<file path="config.mk">
export PLATFORM = sky130hd
export DESIGN_NAME = hazard_ctrl_flat
export DESIGN_NICKNAME = d
export VERILOG_FILES = /design/src/rtl/hazard_ctrl_pkg.sv /design/src/rtl/hazard_ctrl_if.sv /design/src/rtl/hazard_acc_fsm.sv /design/src/rtl/hazard_ctrl.sv /design/src/flat_wrapper.sv
export SDC_FILE = /design/constraint.sdc
export NUM_CORES = 1
export LEC_CHECK = 0
export ABC_CLOCK_PERIOD_IN_PS = 2300
export CORE_UTILIZATION = 34
export DETAILED_ROUTE_END_ITERATION = 16
export MAX_ROUTING_LAYER = met4
export PLACE_DENSITY = 0.82
export SLEW_MARGIN = 20
export SYNTH_ARGS = -nofsm -noshare
export SYNTH_HDL_FRONTEND = slang
export SYNTH_SLANG_ARGS = --single-unit
</file>
<file path="constraint.sdc">
create_clock -name clk -period 2.3 [get_ports clk]
set_input_delay 0.46 -clock clk [delete_from_list [all_inputs] [get_ports clk]]
set_output_delay 0.46 -clock clk [all_outputs]
set_load 0.02 [all_outputs]
</file>
<file path="src/rtl/hazard_ctrl_pkg.sv">
// Shared types and constants for the pipeline hazard controller.
// Holds the accelerator FSM state encodings, the default timeout, the
// register-index type and the load-use match helper used by the top level.
package hazard_ctrl_pkg;

    localparam int unsigned REG_W              = 5;
    localparam int unsigned PERF_W             = 32;
    localparam int unsigned HZ_ACC_TIMEOUT_DEF = 1024;

    // Accelerator handshake FSM state encodings
    localparam logic [1:0] HZ_IDLE = 2'd0;
    localparam logic [1:0] HZ_REQ  = 2'd1;
    localparam logic [1:0] HZ_WAIT = 2'd2;
    localparam logic [1:0] HZ_DONE = 2'd3;

    typedef logic [REG_W-1:0] reg_idx_t;

    // Stall/bubble controls that the top actively computes
    typedef struct packed {
        logic stall_if;
        logic stall_id;
        logic stall_ex;
        logic bubble_id;
        logic bubble_ex;
        logic bubble_mem;
    } pipe_ctrl_t;

    // True when the ID instruction reads the register a load in EX is producing
    function automatic logic load_use_hit(
        input logic     mem_read,
        input reg_idx_t rd,
        input reg_idx_t rs1,
        input reg_idx_t rs2,
        input logic     uses_rs1,
        input logic     uses_rs2
    );
        return mem_read && (rd != '0) &&
               ((uses_rs1 && (rs1 == rd)) || (uses_rs2 && (rs2 == rd)));
    endfunction

endpackage

</file>
<file path="src/rtl/hazard_ctrl_if.sv">
// Bundle between the datapath and the hazard controller.
// master: datapath/accelerator side (drives ID/EX fields and acc_ready/acc_done).
// slave : hazard controller (drives acc_req, acc_err, stall/bubble and perf counters).
interface hazard_ctrl_if;
    import hazard_ctrl_pkg::*;

    reg_idx_t            rs1_id;
    reg_idx_t            rs2_id;
    logic                uses_rs1_id;
    logic                uses_rs2_id;
    reg_idx_t            rd_ex;
    logic                mem_read_ex;
    logic                branch_taken_ex;
    logic                accel_instr_ex;
    logic                acc_ready;
    logic                acc_done;

    logic                acc_req;
    logic                acc_err;
    logic                stall_if;
    logic                stall_id;
    logic                stall_ex;
    logic                stall_mem;
    logic                stall_wb;
    logic                bubble_id;
    logic                bubble_ex;
    logic                bubble_mem;
    logic                bubble_wb;
    logic [PERF_W-1:0]   perf_stall_cyc;
    logic [PERF_W-1:0]   perf_flush_cnt;
    logic [PERF_W-1:0]   perf_acc_cyc;

    modport master (
        output rs1_id, rs2_id, uses_rs1_id, uses_rs2_id, rd_ex, mem_read_ex,
               branch_taken_ex, accel_instr_ex, acc_ready, acc_done,
        input  acc_req, acc_err, stall_if, stall_id, stall_ex, stall_mem, stall_wb,
               bubble_id, bubble_ex, bubble_mem, bubble_wb,
               perf_stall_cyc, perf_flush_cnt, perf_acc_cyc
    );

    modport slave (
        input  rs1_id, rs2_id, uses_rs1_id, uses_rs2_id, rd_ex, mem_read_ex,
               branch_taken_ex, accel_instr_ex, acc_ready, acc_done,
        output acc_req, acc_err, stall_if, stall_id, stall_ex, stall_mem, stall_wb,
               bubble_id, bubble_ex, bubble_mem, bubble_wb,
               perf_stall_cyc, perf_flush_cnt, perf_acc_cyc
    );

endinterface

</file>
<file path="src/rtl/hazard_acc_fsm.sv">
// Accelerator req/ready/done handshake FSM with WAIT timeout.
// Ports: clk, rst_n (async active-low); accel_instr_i, acc_ready_i, acc_done_i in;
//        acc_req_o (combinational), acc_err_o (registered, sticky),
//        acc_stall_o (hold IF/ID/EX), acc_busy_o (state is REQ or WAIT).
module hazard_acc_fsm
    import hazard_ctrl_pkg::*;
#(
    parameter int unsigned ACC_TIMEOUT = HZ_ACC_TIMEOUT_DEF
) (
    input  logic clk,
    input  logic rst_n,
    input  logic accel_instr_i,
    input  logic acc_ready_i,
    input  logic acc_done_i,
    output logic acc_req_o,
    output logic acc_err_o,
    output logic acc_stall_o,
    output logic acc_busy_o
);

    localparam int unsigned     CNT_W   = $clog2(ACC_TIMEOUT + 1);
    localparam logic [CNT_W-1:0] CNT_MAX = CNT_W'(ACC_TIMEOUT);

    logic [1:0]       state_q, state_d;
    logic [CNT_W-1:0] cnt_q, cnt_d, cnt_inc;
    logic             err_q, err_d;

    // State, timeout counter and sticky error flag
    always_ff @(posedge clk or negedge rst_n) begin
        if (!rst_n) begin
            state_q <= HZ_IDLE;
            cnt_q   <= '0;
            err_q   <= 1'b0;
        end else begin
            state_q <= state_d;
            cnt_q   <= cnt_d;
            err_q   <= err_d;
        end
    end

    // Saturating count of WAIT cycles including the current one
    assign cnt_inc = (cnt_q == CNT_MAX) ? cnt_q : cnt_q + CNT_W'(1);

    // Next state and handshake outputs
    always_comb begin
        state_d     = state_q;
        cnt_d       = cnt_q;
        err_d       = err_q;
        acc_req_o   = 1'b0;
        acc_stall_o = 1'b0;
        acc_busy_o  = 1'b0;
        case (state_q)
            HZ_IDLE: begin
                if (accel_instr_i) begin
                    acc_req_o   = 1'b1;
                    acc_stall_o = 1'b1;
                    cnt_d       = '0;
                    state_d     = HZ_REQ;
                end
            end
            HZ_REQ: begin
                acc_req_o   = 1'b1;
                acc_stall_o = 1'b1;
                acc_busy_o  = 1'b1;
                if (acc_ready_i) begin
                    state_d = acc_done_i ? HZ_DONE : HZ_WAIT;
                end
            end
            HZ_WAIT: begin
                acc_stall_o = 1'b1;
                acc_busy_o  = 1'b1;
                cnt_d       = cnt_inc;
                if (acc_done_i) begin
                    state_d = HZ_DONE;
                end else if (cnt_inc == CNT_MAX) begin
                    // Abandon the result; the instruction still retires
                    err_d   = 1'b1;
                    state_d = HZ_DONE;
                end
            end
            HZ_DONE: begin
                // Release cycle: the same instruction is still in EX, ignore it
                state_d = HZ_IDLE;
            end
            default: begin
                state_d = HZ_IDLE;
            end
        endcase
    end

    assign acc_err_o = err_q;

endmodule

</file>
<file path="src/rtl/hazard_ctrl.sv">
// Pipeline hazard controller: load-use, taken branch and accelerator stalls.
// Ports: clk, rst_n (async active-low), hz (hazard_ctrl_if.slave) carrying the
//        ID/EX fields, accelerator handshake and all stall/bubble outputs.
// Optional: define HAZARD_PERF_CNT_EN to build the 32-bit perf counters;
//           otherwise perf_* outputs are tied to zero.
module hazard_ctrl
    import hazard_ctrl_pkg::*;
#(
    parameter int unsigned ACC_TIMEOUT = HZ_ACC_TIMEOUT_DEF
) (
    input  logic         clk,
    input  logic         rst_n,
    hazard_ctrl_if.slave hz
);

    logic       acc_stall;
    logic       acc_busy;
    logic       load_use;
    pipe_ctrl_t ctrl;

    hazard_acc_fsm #(
        .ACC_TIMEOUT (ACC_TIMEOUT)
    ) u_acc_fsm (
        .clk           (clk),
        .rst_n         (rst_n),
        .accel_instr_i (hz.accel_instr_ex),
        .acc_ready_i   (hz.acc_ready),
        .acc_done_i    (hz.acc_done),
        .acc_req_o     (hz.acc_req),
        .acc_err_o     (hz.acc_err),
        .acc_stall_o   (acc_stall),
        .acc_busy_o    (acc_busy)
    );

    assign load_use = load_use_hit(hz.mem_read_ex, hz.rd_ex, hz.rs1_id, hz.rs2_id,
                                   hz.uses_rs1_id, hz.uses_rs2_id);

    // Priority: accelerator hold, then branch flush, then load-use interlock
    always_comb begin
        ctrl = '0;
        if (acc_stall) begin
            ctrl.stall_if   = 1'b1;
            ctrl.stall_id   = 1'b1;
            ctrl.stall_ex   = 1'b1;
            ctrl.bubble_mem = 1'b1;
        end else if (hz.branch_taken_ex) begin
            ctrl.bubble_id  = 1'b1;
            ctrl.bubble_ex  = 1'b1;
        end else if (load_use) begin
            ctrl.stall_if   = 1'b1;
            ctrl.stall_id   = 1'b1;
            ctrl.bubble_ex  = 1'b1;
        end
    end

    assign hz.stall_if   = ctrl.stall_if;
    assign hz.stall_id   = ctrl.stall_id;
    assign hz.stall_ex   = ctrl.stall_ex;
    assign hz.stall_mem  = 1'b0;
    assign hz.stall_wb   = 1'b0;
    assign hz.bubble_id  = ctrl.bubble_id;
    assign hz.bubble_ex  = ctrl.bubble_ex;
    assign hz.bubble_mem = ctrl.bubble_mem;
    assign hz.bubble_wb  = 1'b0;

`ifdef HAZARD_PERF_CNT_EN
    logic [PERF_W-1:0] perf_stall_q, perf_flush_q, perf_acc_q;

    // Free-running event counters, wrapping at 2^32
    always_ff @(posedge clk or negedge rst_n) begin
        if (!rst_n) begin
            perf_stall_q <= '0;
            perf_flush_q <= '0;
            perf_acc_q   <= '0;
        end else begin
            if (ctrl.stall_id) begin
                perf_stall_q <= perf_stall_q + PERF_W'(1);
            end
            if (ctrl.bubble_id) begin
                perf_flush_q <= perf_flush_q + PERF_W'(1);
            end
            if (acc_busy) begin
                perf_acc_q <= perf_acc_q + PERF_W'(1);
            end
        end
    end

    assign hz.perf_stall_cyc = perf_stall_q;
    assign hz.perf_flush_cnt = perf_flush_q;
    assign hz.perf_acc_cyc   = perf_acc_q;
`else
    logic unused_acc_busy;
    assign unused_acc_busy   = acc_busy;
    assign hz.perf_stall_cyc = '0;
    assign hz.perf_flush_cnt = '0;
    assign hz.perf_acc_cyc   = '0;
`endif

endmodule

</file>
<file path="src/flat_wrapper.sv">
// flat-port wrapper written by rule: the top's interface ports become plain ports
module hazard_ctrl_flat import hazard_ctrl_pkg::*;
#(
    parameter int unsigned ACC_TIMEOUT = HZ_ACC_TIMEOUT_DEF
)
  (clk, rst_n, hz_rs1_id, hz_rs2_id, hz_uses_rs1_id, hz_uses_rs2_id, hz_rd_ex, hz_mem_read_ex, hz_branch_taken_ex, hz_accel_instr_ex, hz_acc_ready, hz_acc_done, hz_acc_req, hz_acc_err, hz_stall_if, hz_stall_id, hz_stall_ex, hz_stall_mem, hz_stall_wb, hz_bubble_id, hz_bubble_ex, hz_bubble_mem, hz_bubble_wb, hz_perf_stall_cyc, hz_perf_flush_cnt, hz_perf_acc_cyc);
  hazard_ctrl_if hz_i ();
  input  logic clk;
  input  logic rst_n;
  input wire logic [$bits(hz_i.rs1_id)-1:0] hz_rs1_id;
  input wire logic [$bits(hz_i.rs2_id)-1:0] hz_rs2_id;
  input wire logic [$bits(hz_i.uses_rs1_id)-1:0] hz_uses_rs1_id;
  input wire logic [$bits(hz_i.uses_rs2_id)-1:0] hz_uses_rs2_id;
  input wire logic [$bits(hz_i.rd_ex)-1:0] hz_rd_ex;
  input wire logic [$bits(hz_i.mem_read_ex)-1:0] hz_mem_read_ex;
  input wire logic [$bits(hz_i.branch_taken_ex)-1:0] hz_branch_taken_ex;
  input wire logic [$bits(hz_i.accel_instr_ex)-1:0] hz_accel_instr_ex;
  input wire logic [$bits(hz_i.acc_ready)-1:0] hz_acc_ready;
  input wire logic [$bits(hz_i.acc_done)-1:0] hz_acc_done;
  output wire logic [$bits(hz_i.acc_req)-1:0] hz_acc_req;
  output wire logic [$bits(hz_i.acc_err)-1:0] hz_acc_err;
  output wire logic [$bits(hz_i.stall_if)-1:0] hz_stall_if;
  output wire logic [$bits(hz_i.stall_id)-1:0] hz_stall_id;
  output wire logic [$bits(hz_i.stall_ex)-1:0] hz_stall_ex;
  output wire logic [$bits(hz_i.stall_mem)-1:0] hz_stall_mem;
  output wire logic [$bits(hz_i.stall_wb)-1:0] hz_stall_wb;
  output wire logic [$bits(hz_i.bubble_id)-1:0] hz_bubble_id;
  output wire logic [$bits(hz_i.bubble_ex)-1:0] hz_bubble_ex;
  output wire logic [$bits(hz_i.bubble_mem)-1:0] hz_bubble_mem;
  output wire logic [$bits(hz_i.bubble_wb)-1:0] hz_bubble_wb;
  output wire logic [$bits(hz_i.perf_stall_cyc)-1:0] hz_perf_stall_cyc;
  output wire logic [$bits(hz_i.perf_flush_cnt)-1:0] hz_perf_flush_cnt;
  output wire logic [$bits(hz_i.perf_acc_cyc)-1:0] hz_perf_acc_cyc;
  assign hz_i.rs1_id = hz_rs1_id;
  assign hz_i.rs2_id = hz_rs2_id;
  assign hz_i.uses_rs1_id = hz_uses_rs1_id;
  assign hz_i.uses_rs2_id = hz_uses_rs2_id;
  assign hz_i.rd_ex = hz_rd_ex;
  assign hz_i.mem_read_ex = hz_mem_read_ex;
  assign hz_i.branch_taken_ex = hz_branch_taken_ex;
  assign hz_i.accel_instr_ex = hz_accel_instr_ex;
  assign hz_i.acc_ready = hz_acc_ready;
  assign hz_i.acc_done = hz_acc_done;
  assign hz_acc_req = hz_i.acc_req;
  assign hz_acc_err = hz_i.acc_err;
  assign hz_stall_if = hz_i.stall_if;
  assign hz_stall_id = hz_i.stall_id;
  assign hz_stall_ex = hz_i.stall_ex;
  assign hz_stall_mem = hz_i.stall_mem;
  assign hz_stall_wb = hz_i.stall_wb;
  assign hz_bubble_id = hz_i.bubble_id;
  assign hz_bubble_ex = hz_i.bubble_ex;
  assign hz_bubble_mem = hz_i.bubble_mem;
  assign hz_bubble_wb = hz_i.bubble_wb;
  assign hz_perf_stall_cyc = hz_i.perf_stall_cyc;
  assign hz_perf_flush_cnt = hz_i.perf_flush_cnt;
  assign hz_perf_acc_cyc = hz_i.perf_acc_cyc;
  hazard_ctrl #(.ACC_TIMEOUT(ACC_TIMEOUT)) u_core (.clk(clk), .rst_n(rst_n), .hz(hz_i));
endmodule
</file>
Yosys cells after proc, flatten, opt, wreduce, memory -nomap -nowiden
Index checks and enable logic that the tools add are counted.
{"block": "classes", "n_addsub": 1, "n_eq_ne": 10, "mux": 20, "n_bitwise": 1, "reduce_logical": 12}
{"op": "11-bit equality test (second input constant)", "count": 2}
{"op": "11-bit two-way mux", "count": 2}
{"op": "11-bit case mux with 2 select lines", "count": 1}
{"op": "2-bit two-way mux", "count": 8}
{"op": "11-bit by 1-bit adder with 11-bit output (second input constant)", "count": 1}
{"op": "5-bit equality test", "count": 2}
{"op": "2-bit case mux with 4 select lines", "count": 1}
{"op": "1-bit two-way mux", "count": 6}
{"op": "3-bit AND reduction", "count": 2}
{"op": "5-bit nonzero test", "count": 1}
{"op": "2-bit equality test (second input constant)", "count": 2}
{"op": "1-bit logical AND", "count": 4}
{"op": "2-bit != test (second input constant)", "count": 2}
{"op": "1-bit case mux with 2 select lines", "count": 2}
{"op": "3-bit != test (second input constant)", "count": 1}
{"op": "2-bit by 1-bit equality test with 1-bit output (second input constant)", "count": 1}
{"op": "2-bit zero test", "count": 1}
{"op": "2-bit AND reduction", "count": 1}
{"op": "2-bit nonzero test", "count": 1}
{"op": "2-bit OR reduction", "count": 1}
{"op": "1-bit logical OR", "count": 1}
{"op": "1-bit NOT", "count": 1}
{"block": "word_totals", "register_bits": 14, "input_bits": 24, "output_inout_bits": 107, "wordCells": 47}

Depth between registers and ports, before layout
Gate-level depths: netlist of the first run.
{"block": "logic_depth", "depth_word": 7, "ltp_mapped": 9, "depth_no_buf": 8}

Cells and area by module
From an unflattened synthesis of the first run, not the netlist that was laid out.
{"block": "hier_totals", "cells_unflattened": 251, "hier_area_um2": 2077.0}
{"module": "hazard_acc_fsm", "instances": 1, "cells_per_inst": 128, "area_each_um2": 1154.9, "seq_area_each_um2": 350.3}
{"module": "hazard_ctrl", "instances": 1, "cells_per_inst": 123, "area_each_um2": 922.1, "seq_area_each_um2": 0.0}

Worst setup path before layout of the first run
OpenSTA, ideal clock, no wires.
{"block": "synth_timing", "path_kind": "register to register", "from": "register u_core.u_acc_fsm.cnt_q[5]", "to": "register u_core.u_acc_fsm.state_q[1]", "setup_ps": 125, "arrival_ps": 2290, "t_required_ps": 2175, "setup_slack_ps": -115, "path_stages_with_launch": 8, "n_path_buf": 1, "synth_period_minus_slack_ps": 2415, "path_cell_list": "dfrtp_1 buf_6 or3_1 and4bb_2 mux2_2 a2111oi_4 o21ai_2 mux2_4"}
{"block": "synth_via", "elab_chain_len": 5, "elab_cells_between_ends": 6, "cone_classes": "add/sub: 1; eq/ne: 3; mux: 1; reduce/logical: 1"}
{"element": "start, declared", "line_no": "hazard_acc_fsm.sv:25", "text": "logic [CNT_W-1:0] cnt_q, cnt_d, cnt_inc;"}
{"element": "start signal, assigned", "line_no": "hazard_acc_fsm.sv:36", "text": "cnt_q <= cnt_d;"}
{"element": "11-bit by 1-bit adder with 11-bit output or 11-bit equality test (tied branches)", "line_no": "hazard_acc_fsm.sv:42", "text": "assign cnt_inc = (cnt_q == CNT_MAX) ? cnt_q : cnt_q + CNT_W'(1);"}
{"element": "11-bit two-way mux (*)", "line_no": "hazard_acc_fsm.sv:42"}
{"element": "11-bit equality test (*)", "line_no": "hazard_acc_fsm.sv:75", "text": "end else if (cnt_inc == CNT_MAX) begin"}
{"element": "3-bit != test (no source line) (*)"}
{"element": "3-bit AND reduction (no source line) (*)"}
{"element": "end signal, assigned", "line_no": "hazard_acc_fsm.sv:35", "text": "state_q <= state_d;"}
{"element": "end, declared", "line_no": "hazard_acc_fsm.sv:24", "text": "logic [1:0] state_q, state_d;"}
Mark *: on every way between the ends. The rest lies on a longest branch, timed or not.
A chain may end at the register's enable or synchronous reset.

Final worst setup path of the first run
{"block": "layout_timing", "from": "register u_core.u_acc_fsm.cnt_q[1]", "to": "register u_core.u_acc_fsm.state_q[0]"}
Same word-level chain as after synthesis.

==> flow_summary.toml, run 1 <==
[critical_path]
cp_num_buf_inv = 2
worst_ep_required_time_ns = 2.44
crit_path_cell_trace = "inv_1 -> ha_1 -> nor4bb_4 -> and4bb_2 -> mux2_4 -> a2111oi_4 -> buf_4 -> o2111ai_1 -> a21boi_1"
start_kind = "register"
cp_slowest_cell = "dfrtp_1"
crit_arrival_ns = 2.48
path_max_fanout = 4
crit_family = "compound AO/OA/AOI/OAI gates"
cpPeakStageDelay_ns = 0.41
path_class = "register to register"
end_kind = "register"

[route]
initialDrtViolationCount = 98
ant_nets = 0
routed_wl_um = 4330
via_count = 1724
wl_per_cell_um = 11.0
route.detailed.drc = 0
viasPerCell = 4.38
firstDrtPassIters = 4

[global_routing]
antenna_found_initial = 0
met1_usage_pct = 15.3
grt_max_degree = 19
grt_pass1_vias = 1487
gr-usage-all-layers_pct = 13.4
overflow = 0
grt-busiest-layer = "met2"
grt_pass1_wl_um = 6750
grt_use_met2_pct = 23.9
use_met3_pct = 2.70

[place]
dpl.hpwl_um = 3320
place_area_um2 = 2210
gp_congestion = 0.847
portBuffers = 31

[logic_synthesis]
synth-main-ff-cell = "dfrtp_1"
synth-edff-count = 0
ys_seq_elements = 14
ys_warn_count = 0
synth-async-reset-ratio_pct = 100
avgSynthCellArea_um2 = 7.62
ys_types = 48
syn_area_um2 = 2140
syn_inst = 281
ys_seq_area_share_pct = 16.4

[outcome]
status = "finished, violations left"
violations = "negative setup slack"

[clock_network]
cts_tree = "yes"
clkSinkCount = 14
h-tree-depth = 1
cts_buffers = 3
clk_pin_slew_ns = 0.06
clk_latency_ns = 0.26
clk_path_buf_depth = 2
holdBufCountCts = 0
clockRootBuffer = "clkbuf_8"

[flow_run]
cap_violations = 0

[timing]
rsz0062_at_grt = "yes"
hold_viol_final = 0
holdWs_ns = 0.511
timing.final.crit_period_ns = 2.34
slew_viol_final = 0
relSlewSlack_pct = 54.3
worst_slack_ns = -0.0380
finalSetupViolCount = 2
post-route-period-util_pct = 102
finClkSkew_ns = 0.00182
max_freq_mhz = 428
worst_pin_slew_ns = 0.684

[floorplanning]
die_height_um = 81.4
initial_utilization_pct = 35.8
dieArea_um2 = 6620
rows = 28
core_um2 = 5990
die_x_um = 81.4
ios = 131

[finish]
multi_input_area_um2 = 1320
fin_nets = 350
num_antenna_cells = 0
seq_area_um2 = 350
final_layout_size_suffix_gt1_share_pct = 13.8
stdcell_area_um2 = 2280
fill_cells = 618
area_growth_syn_to_layout_pct = 6.43

[min_path]
hold_class = "register to register"

[power_and_ir_drop]
leakage_nw = 1.12
powerDensity_nw_per_um2 = 1000
peakVddDrop_mv = 0.497
==> synth_stat cells (2+ instances only) <==
library cell,number,area [µm²]
a21o_1,2,15.0
dfrtp_1,14,350
ha_1,6,75.1
buf_2,6,30.0
xnor2_1,4,35.0
nor2_1,9,33.8
clkbuf_1,4,15.0
buf_6,2,22.5
inv_1,9,33.8
a32oi_1,2,17.5
a21oi_1,16,80.1
a21boi_0,2,15.0
nand3_1,8,40.0
o21ai_0,15,75.1
xor2_1,8,70.1
nand4_1,5,31.3
nor3_1,13,65.1
or3_1,4,25.0
nand2_1,19,71.3
nor4_1,2,12.5
mux2i_1,2,20.0
or2_2,2,12.5
buf_4,102,766
==> metal layers <==
layer,up-vias,part of all wire (%)
met1,792,39
met2,97,53
met4,0,0.92
met5,-,0
li1,828,-
met3,7,7.2
==> through the flow <==
step	setup TNS, ns	std cells	util (%)	setup WS [ns]	power [W]
2_1_floorplan	0	379	-	0.0119	0.00168
3_3_place_gp	-2.23	387	36.9	-0.636	0.00198
3_5_place_dp	-2.30	387	36.9	-0.657	0.00203
4_1_cts	0	391	37.3	0.00706	0.00222
5_1_grt	-0.229	394	38.1	-0.119	0.00246
6_report	-0.0403	394	38.1	-0.0380	0.00229
==> layout make-up <==
cell class,count,area share [%]
sequential,14,15.4
inverter,10,1.65
timing repair buffer,51,18.6
tap,75,4.12
multi-input combinational,240,57.9
clock buffer,4,2.41
==> power by group <==
| part | total [W] | internal, W | leakage (nW) | switching [W] |
|---|---|---|---|---|
| combinational | 0.00158 | 0.000627 | 0.903 | 0.000952 |
| clock | 0.000257 | 0.000152 | 0.0288 | 0.000104 |
| sequential | 0.000454 | 0.000333 | 0.187 | 0.000122 |
==> registers in the layout (all words and copies together), names as in the netlist <==
register / flops
u_core.u_acc_fsm.state_q: 2
u_core.u_acc_fsm.cnt_q: 11
u_core.u_acc_fsm.acc_err_o: 1
==> kinds of logic after synthesis <==
kind of cell / after synthesis / synth area share, %
flops: 14 / 16.4
compound gates: 51 / 16.1
buf+inv: 125 / 40.8
mux: 4 / 2.16
simple gates: 68 / 15.9
other cells: 1 / 0.175
fa+ha+maj: 6 / 3.50
xor+xnor: 12 / 4.91
==> layout by cell type, fill, tap and decap left out, drive strengths merged, types with 6 or more instances in the layout <==
cell type      count
clkdlybuf4s50     11
nor3              13
a21oi             16
ha                 6
inv                9
conb              99
nor2               9
dlygate4sd2       10
dfrtp             14
clkbuf             7
buf               23
o21ai             16
nand3              8
nand2             19
xor2               8
==> worst paths after layout <==
check / from / to / slack, ns / depth (start not counted)
min reg2reg: u_core.u_acc_fsm.acc_err_o$_DFFE_PN0P_ / u_core.u_acc_fsm.acc_err_o$_DFFE_PN0P_ / 0.51 / 1
max: u_core.u_acc_fsm.cnt_q[1]$_DFFE_PN0P_ / u_core.u_acc_fsm.state_q[0]$_DFFE_PN0P_ / -0.04 / 9
max reg2reg: u_core.u_acc_fsm.cnt_q[1]$_DFFE_PN0P_ / u_core.u_acc_fsm.state_q[0]$_DFFE_PN0P_ / -0.04 / 9
min in group asynchronous: rst_n / u_core.u_acc_fsm.cnt_q[3]$_DFFE_PN0P_ / 0.62 / 1
max in group asynchronous: rst_n / u_core.u_acc_fsm.state_q[0]$_DFFE_PN0P_ / 1.25 / 1
min: u_core.u_acc_fsm.acc_err_o$_DFFE_PN0P_ / u_core.u_acc_fsm.acc_err_o$_DFFE_PN0P_ / 0.51 / 1
==> what timing repair did <==
action	in CTS	in global routing
resized for setup	31	16
pin swaps	8	12
setup endpoints to repair	7	6
buffers inserted	0	3
hold endpoints to repair	0	0
Note: power is estimated with default switching activity, not from simulation.
==> run 2, diff against run 1 <==
--- a/config.mk
+++ b/config.mk
@@ -8,6 +8,7 @@
 export ABC_CLOCK_PERIOD_IN_PS = 2300
 export CORE_UTILIZATION = 34
 export DETAILED_ROUTE_END_ITERATION = 16
+export GPL_ROUTABILITY_DRIVEN = 0
 export MAX_ROUTING_LAYER = met4
 export PLACE_DENSITY = 0.82
 export SLEW_MARGIN = 20
==> run 2 against run 1 <==
Clock power fell by 21%. The flow now finishes without violations. Register-to-register slack improved by 0.08 ns. Global-route usage fell by 0.46 points. Wire length fell by 0.16%. Count of clock-buffer cells in the layout fell by 1. Cell count rose by 0.25%. Critical endpoint unchanged. First-iteration DRC count rose by 41%. Maximum frequency rose by 3.4%.
==> flow_summary.toml, run 2 (same netlist as run 1, synthesis figures left out) <==
[route]
routed_wl_um = 4320
ant_nets = 0
firstDrtPassIters = 4
route.detailed.drc = 0
via_count = 1740
wl_per_cell_um = 10.9
viasPerCell = 4.41
initialDrtViolationCount = 138

[global_routing]
gr-usage-all-layers_pct = 13.0
overflow = 0
grt_pass1_wl_um = 6570
antenna_found_initial = 0
grt_pass1_vias = 1478
grt_max_degree = 19

[clock_network]
h-tree-depth = 1
clk_latency_ns = 0.24
clockRootBuffer = "clkbuf_8"
holdBufCountCts = 0
clkSinkCount = 14
clk_pin_slew_ns = 0.06
cts_tree = "yes"
clk_path_buf_depth = 2
cts_buffers = 3

[finish]
multi_input_area_um2 = 1350
seq_area_um2 = 353
fin_nets = 352
stdcell_area_um2 = 2310
max_flop_register = "u_core.u_acc_fsm.cnt_q"
final_layout_size_suffix_gt1_share_pct = 15.6
largest_reg_flops = 11
fill_cells = 625
finalCoreUtilization_pct = 38.6
final_common_cell = "conb_1"
num_antenna_cells = 0
final_cell_mix = "conb_1 (99), buf_4 (25), nand2_1 (19)"
area_growth_syn_to_layout_pct = 8.06

[timing]
post-route-period-util_pct = 98.4
timing.final.crit_period_ns = 2.26
rsz0062_at_grt = "yes"
relSlewSlack_pct = 53.3
max_freq_mhz = 442
slew_viol_final = 0
finalSetupViolCount = 0
worst_slack_ns = 0.0378
fin_setup_tns_ns = 0
finClkSkew_ns = 0.00102
hold_viol_final = 0
worst_pin_slew_ns = 0.698

[place]
pre_cts_slack_ns = -0.695
portBuffers = 31
place_area_um2 = 2230
dpl.hpwl_um = 3300

[floorplanning]
core_um2 = 5990
dieArea_um2 = 6620
rows = 28
die_height_um = 81.4
ios = 131
initial_utilization_pct = 35.8
die_x_um = 81.4

[critical_path]
worst_ep_required_time_ns = 2.43
end_kind = "register"
crit_arrival_ns = 2.39
start_kind = "register"
path_max_fanout = 4
path_class = "register to register"

[min_path]
hold_class = "register to register"

[power_and_ir_drop]
leakage_nw = 1.13
powerDensity_nw_per_um2 = 1010
total_power_w = 0.00233
peakVddDrop_mv = 0.434

[flow_run]
cap_violations = 0

[outcome]
status = "complete, no violations"
[run 2: timing repair]
action	4_1_cts	5_1_grt
pin swaps	12	8
endpoints found under the setup margin	9	5
gates resized for setup	37	16
buffers inserted	1	2
gates cloned	0	0
hold endpoints to repair	0	0
[run 2: worst max-delay path: stages (launching register included)]
cell	delay, ns
dfrtp_2	0.43
inv_1	0.07
ha_1	0.14
nor4bb_2	0.22
and4bb_2	0.29
mux2_4	0.32
a2111oi_4	0.26
buf_4	0.19
o2111ai_1	0.10
a21boi_1	0.14
[run 2: report_power, final]
| group | switching, W | internal, W |
|---|---|---|
| clock network | 0.0000885 | 0.000116 |
| registers | 0.000128 | 0.000336 |
| logic | 0.000988 | 0.000670 |
| total | 0.00121 | 0.00112 |
[run 2: per-stage QoR]
stage               std cells  hold WS [ns]
floorplan                 379         0.164
global placement          389         0.471
detailed placement        389         0.454
CTS                       393         0.483
global route              395         0.494
finish                    395         0.484
[run 2: layout make-up]
type,instances,share of cell area (%)
clock buffer,3,1.78
inverter,10,1.62
multi-input combinational,240,58.3
sequential,14,15.2
tap,75,4.05
timing repair buffer,53,19.0
[run 2: routing by layer]
metal	global-route usage (%)	part of all wire (%)	vias up
met5	-	0	-
met4	2.14	0.44	0
met3	2.36	7.2	2
met2	24.3	55	99
met1	14.3	37	808
li1	-	-	831
[run 2: final timing paths]
path / slack, ns / endpoint / cells past startpoint / startpoint
max in group asynchronous: 1.18 / u_core.u_acc_fsm.cnt_q[0]$_DFFE_PN0P_ / 1 / rst_n
worst min-delay path: 0.48 / u_core.u_acc_fsm.acc_err_o$_DFFE_PN0P_ / 1 / u_core.u_acc_fsm.acc_err_o$_DFFE_PN0P_
min in group asynchronous: 0.64 / u_core.u_acc_fsm.cnt_q[9]$_DFFE_PN0P_ / 1 / rst_n
worst max-delay path: 0.04 / u_core.u_acc_fsm.state_q[0]$_DFFE_PN0P_ / 9 / u_core.u_acc_fsm.cnt_q[0]$_DFFE_PN0P_
worst min register to register: 0.48 / u_core.u_acc_fsm.acc_err_o$_DFFE_PN0P_ / 1 / u_core.u_acc_fsm.acc_err_o$_DFFE_PN0P_
worst max register to register: 0.04 / u_core.u_acc_fsm.state_q[0]$_DFFE_PN0P_ / 9 / u_core.u_acc_fsm.cnt_q[0]$_DFFE_PN0P_
==> run 3, diff against run 2 <==
--- a/config.mk
+++ b/config.mk
@@ -9,7 +9,6 @@
 export CORE_UTILIZATION = 34
 export DETAILED_ROUTE_END_ITERATION = 16
 export GPL_ROUTABILITY_DRIVEN = 0
-export MAX_ROUTING_LAYER = met4
 export PLACE_DENSITY = 0.82
 export SLEW_MARGIN = 20
 export SYNTH_ARGS = -nofsm -noshare
==> run 3 against run 2 <==
Total power barely moved. Wire length fell by 0.56%. Register-to-register slack barely moved. Critical path type unchanged. Critical endpoint unchanged. Largest cell class unchanged.
==> flow_summary.toml, run 3 (same netlist as run 1, synthesis figures left out) <==
[outcome]
status = "complete, no violations"

[finish]
finalCoreUtilization_pct = 38.6
multi_input_area_um2 = 1350
fill_cells = 625
area_growth_syn_to_layout_pct = 8.06
fin_cells = 395
seq_area_um2 = 353
max_flop_register = "u_core.u_acc_fsm.cnt_q"
num_antenna_cells = 0
final_cell_mix = "conb_1 (99), buf_4 (25), nand2_1 (19)"
fin_nets = 352
final_layout_size_suffix_gt1_share_pct = 15.6
stdcell_area_um2 = 2310
final_common_cell = "conb_1"
largest_reg_flops = 11

[timing]
timing.final.crit_period_ns = 2.27
max_freq_mhz = 440
relSlewSlack_pct = 53.4
slew_viol_final = 0
finClkSkew_ns = 0.00128
worst_pin_slew_ns = 0.697
fin_setup_tns_ns = 0
finalSetupViolCount = 0
rsz0062_at_grt = "yes"
post-route-period-util_pct = 98.7
hold_viol_final = 0

[floorplanning]
initial_utilization_pct = 35.8
core_um2 = 5990
dieArea_um2 = 6620
rows = 28
ios = 131
die_height_um = 81.4
die_x_um = 81.4

[global_routing]
gr-usage-all-layers_pct = 12.6
antenna_found_initial = 0
grt_pass1_vias = 1482
grt_max_degree = 19
grt_pass1_wl_um = 6550
overflow = 0

[critical_path]
startpoint = "u_core.u_acc_fsm.cnt_q[0]$_DFFE_PN0P_"
reg2reg_depth = 9
crit_arrival_ns = 2.40
path_class = "register to register"
r2r_start = "u_core.u_acc_fsm.cnt_q[0]$_DFFE_PN0P_"
worst_ep_required_time_ns = 2.43
worst_r2r_endpoint = "u_core.u_acc_fsm.state_q[0]$_DFFE_PN0P_"
end_kind = "register"
r2r_setup_slack_ns = 0.03
path_max_fanout = 4
start_kind = "register"

[route]
initialDrtViolationCount = 157
via_count = 1736
firstDrtPassIters = 4
wl_per_cell_um = 10.9
route.detailed.drc = 0
ant_nets = 0
routed_wl_um = 4300
viasPerCell = 4.39

[clock_network]
h-tree-depth = 1
clkSinkCount = 14
cts_tree = "yes"
clk_pin_slew_ns = 0.06
clk_latency_ns = 0.25
clk_path_buf_depth = 2
clockRootBuffer = "clkbuf_8"
cts_buffers = 3

[place]
dpl.hpwl_um = 3300
dp.cells = 389
portBuffers = 31
place_area_um2 = 2230

[min_path]
min_to = "u_core.u_acc_fsm.acc_err_o$_DFFE_PN0P_"
hold_class = "register to register"
worstHoldStart = "u_core.u_acc_fsm.acc_err_o$_DFFE_PN0P_"
worstHoldPathCells = 1

[power_and_ir_drop]
leakage_nw = 1.13
powerDensity_nw_per_um2 = 1010
total_power_w = 0.00233
peakVddDrop_mv = 0.434

[flow_run]
cap_violations = 0
## run 3: power breakdown
| group | total [W] | switching, W | internal [W] |
|---|---|---|---|
| logic | 0.00166 | 0.000989 | 0.000670 |
| clock network | 0.000206 | 0.0000899 | 0.000116 |
| registers | 0.000463 | 0.000127 | 0.000336 |
## run 3: metrics by stage
| step | worst slack (ns) | hold slack (ns) |
|---|---|---|
| 2_1_floorplan | 0.0119 | 0.164 |
| 3_3_place_gp | -0.636 | 0.471 |
| 3_5_place_dp | -0.695 | 0.454 |
| 4_1_cts | -0.00796 | 0.483 |
| 5_1_grt | -0.0717 | 0.494 |
| 6_report | 0.0295 | 0.484 |
## run 3: final cells by class
class	count	area share, %
Multi-Input combinational cell	240	58.3
Sequential cell	14	15.2
Clock buffer	3	1.78
Inverter	10	1.62
Timing Repair Buffer	53	19.0
Tap cell	75	4.05
## run 3: how the worst max path moves through the flow
stage,cells past startpoint,slack [ns],end
global placement,8,-0.64,hz_stall_if
detailed placement,8,-0.70,hz_stall_id
finish,9,0.03,u_core.u_acc_fsm.state_q[0]$_DFFE_PN0P_
floorplan,7,0.01,u_core.u_acc_fsm.state_q[1]$_DFFE_PN0P_
CTS,7,-0.008,u_core.u_acc_fsm.state_q[0]$_DFFE_PN0P_
global route,9,-0.07,u_core.u_acc_fsm.state_q[0]$_DFFE_PN0P_
## run 3: worst max-delay path: stages (launching register included)
cell	delay, ns
dfrtp_2	0.43
inv_1	0.07
ha_1	0.14
nor4bb_2	0.22
and4bb_2	0.29
mux2_4	0.32
a2111oi_4	0.26
buf_4	0.19
o2111ai_1	0.10
a21boi_1	0.14
## run 3: per-layer routing
| layer | track usage [%] | share of wire (%) | up-vias |
|---|---|---|---|
| li1 | - | - | 831 |
| met1 | 14.0 | 38 | 805 |
| met2 | 24.3 | 55 | 96 |
| met3 | 2.47 | 6.7 | 4 |
| met4 | 2.14 | 0.58 | 0 |
| met5 | 0 | 0 | - |
## run 3: what timing repair did
item | in CTS | in global routing
gates resized for setup | 37 | 16
setup endpoints to repair | 9 | 5
pin swaps | 12 | 8
endpoints found under the hold margin | 0 | 0
cloned | 0 | 0
buffers inserted | 1 | 2
hold buffers | 0 | 0
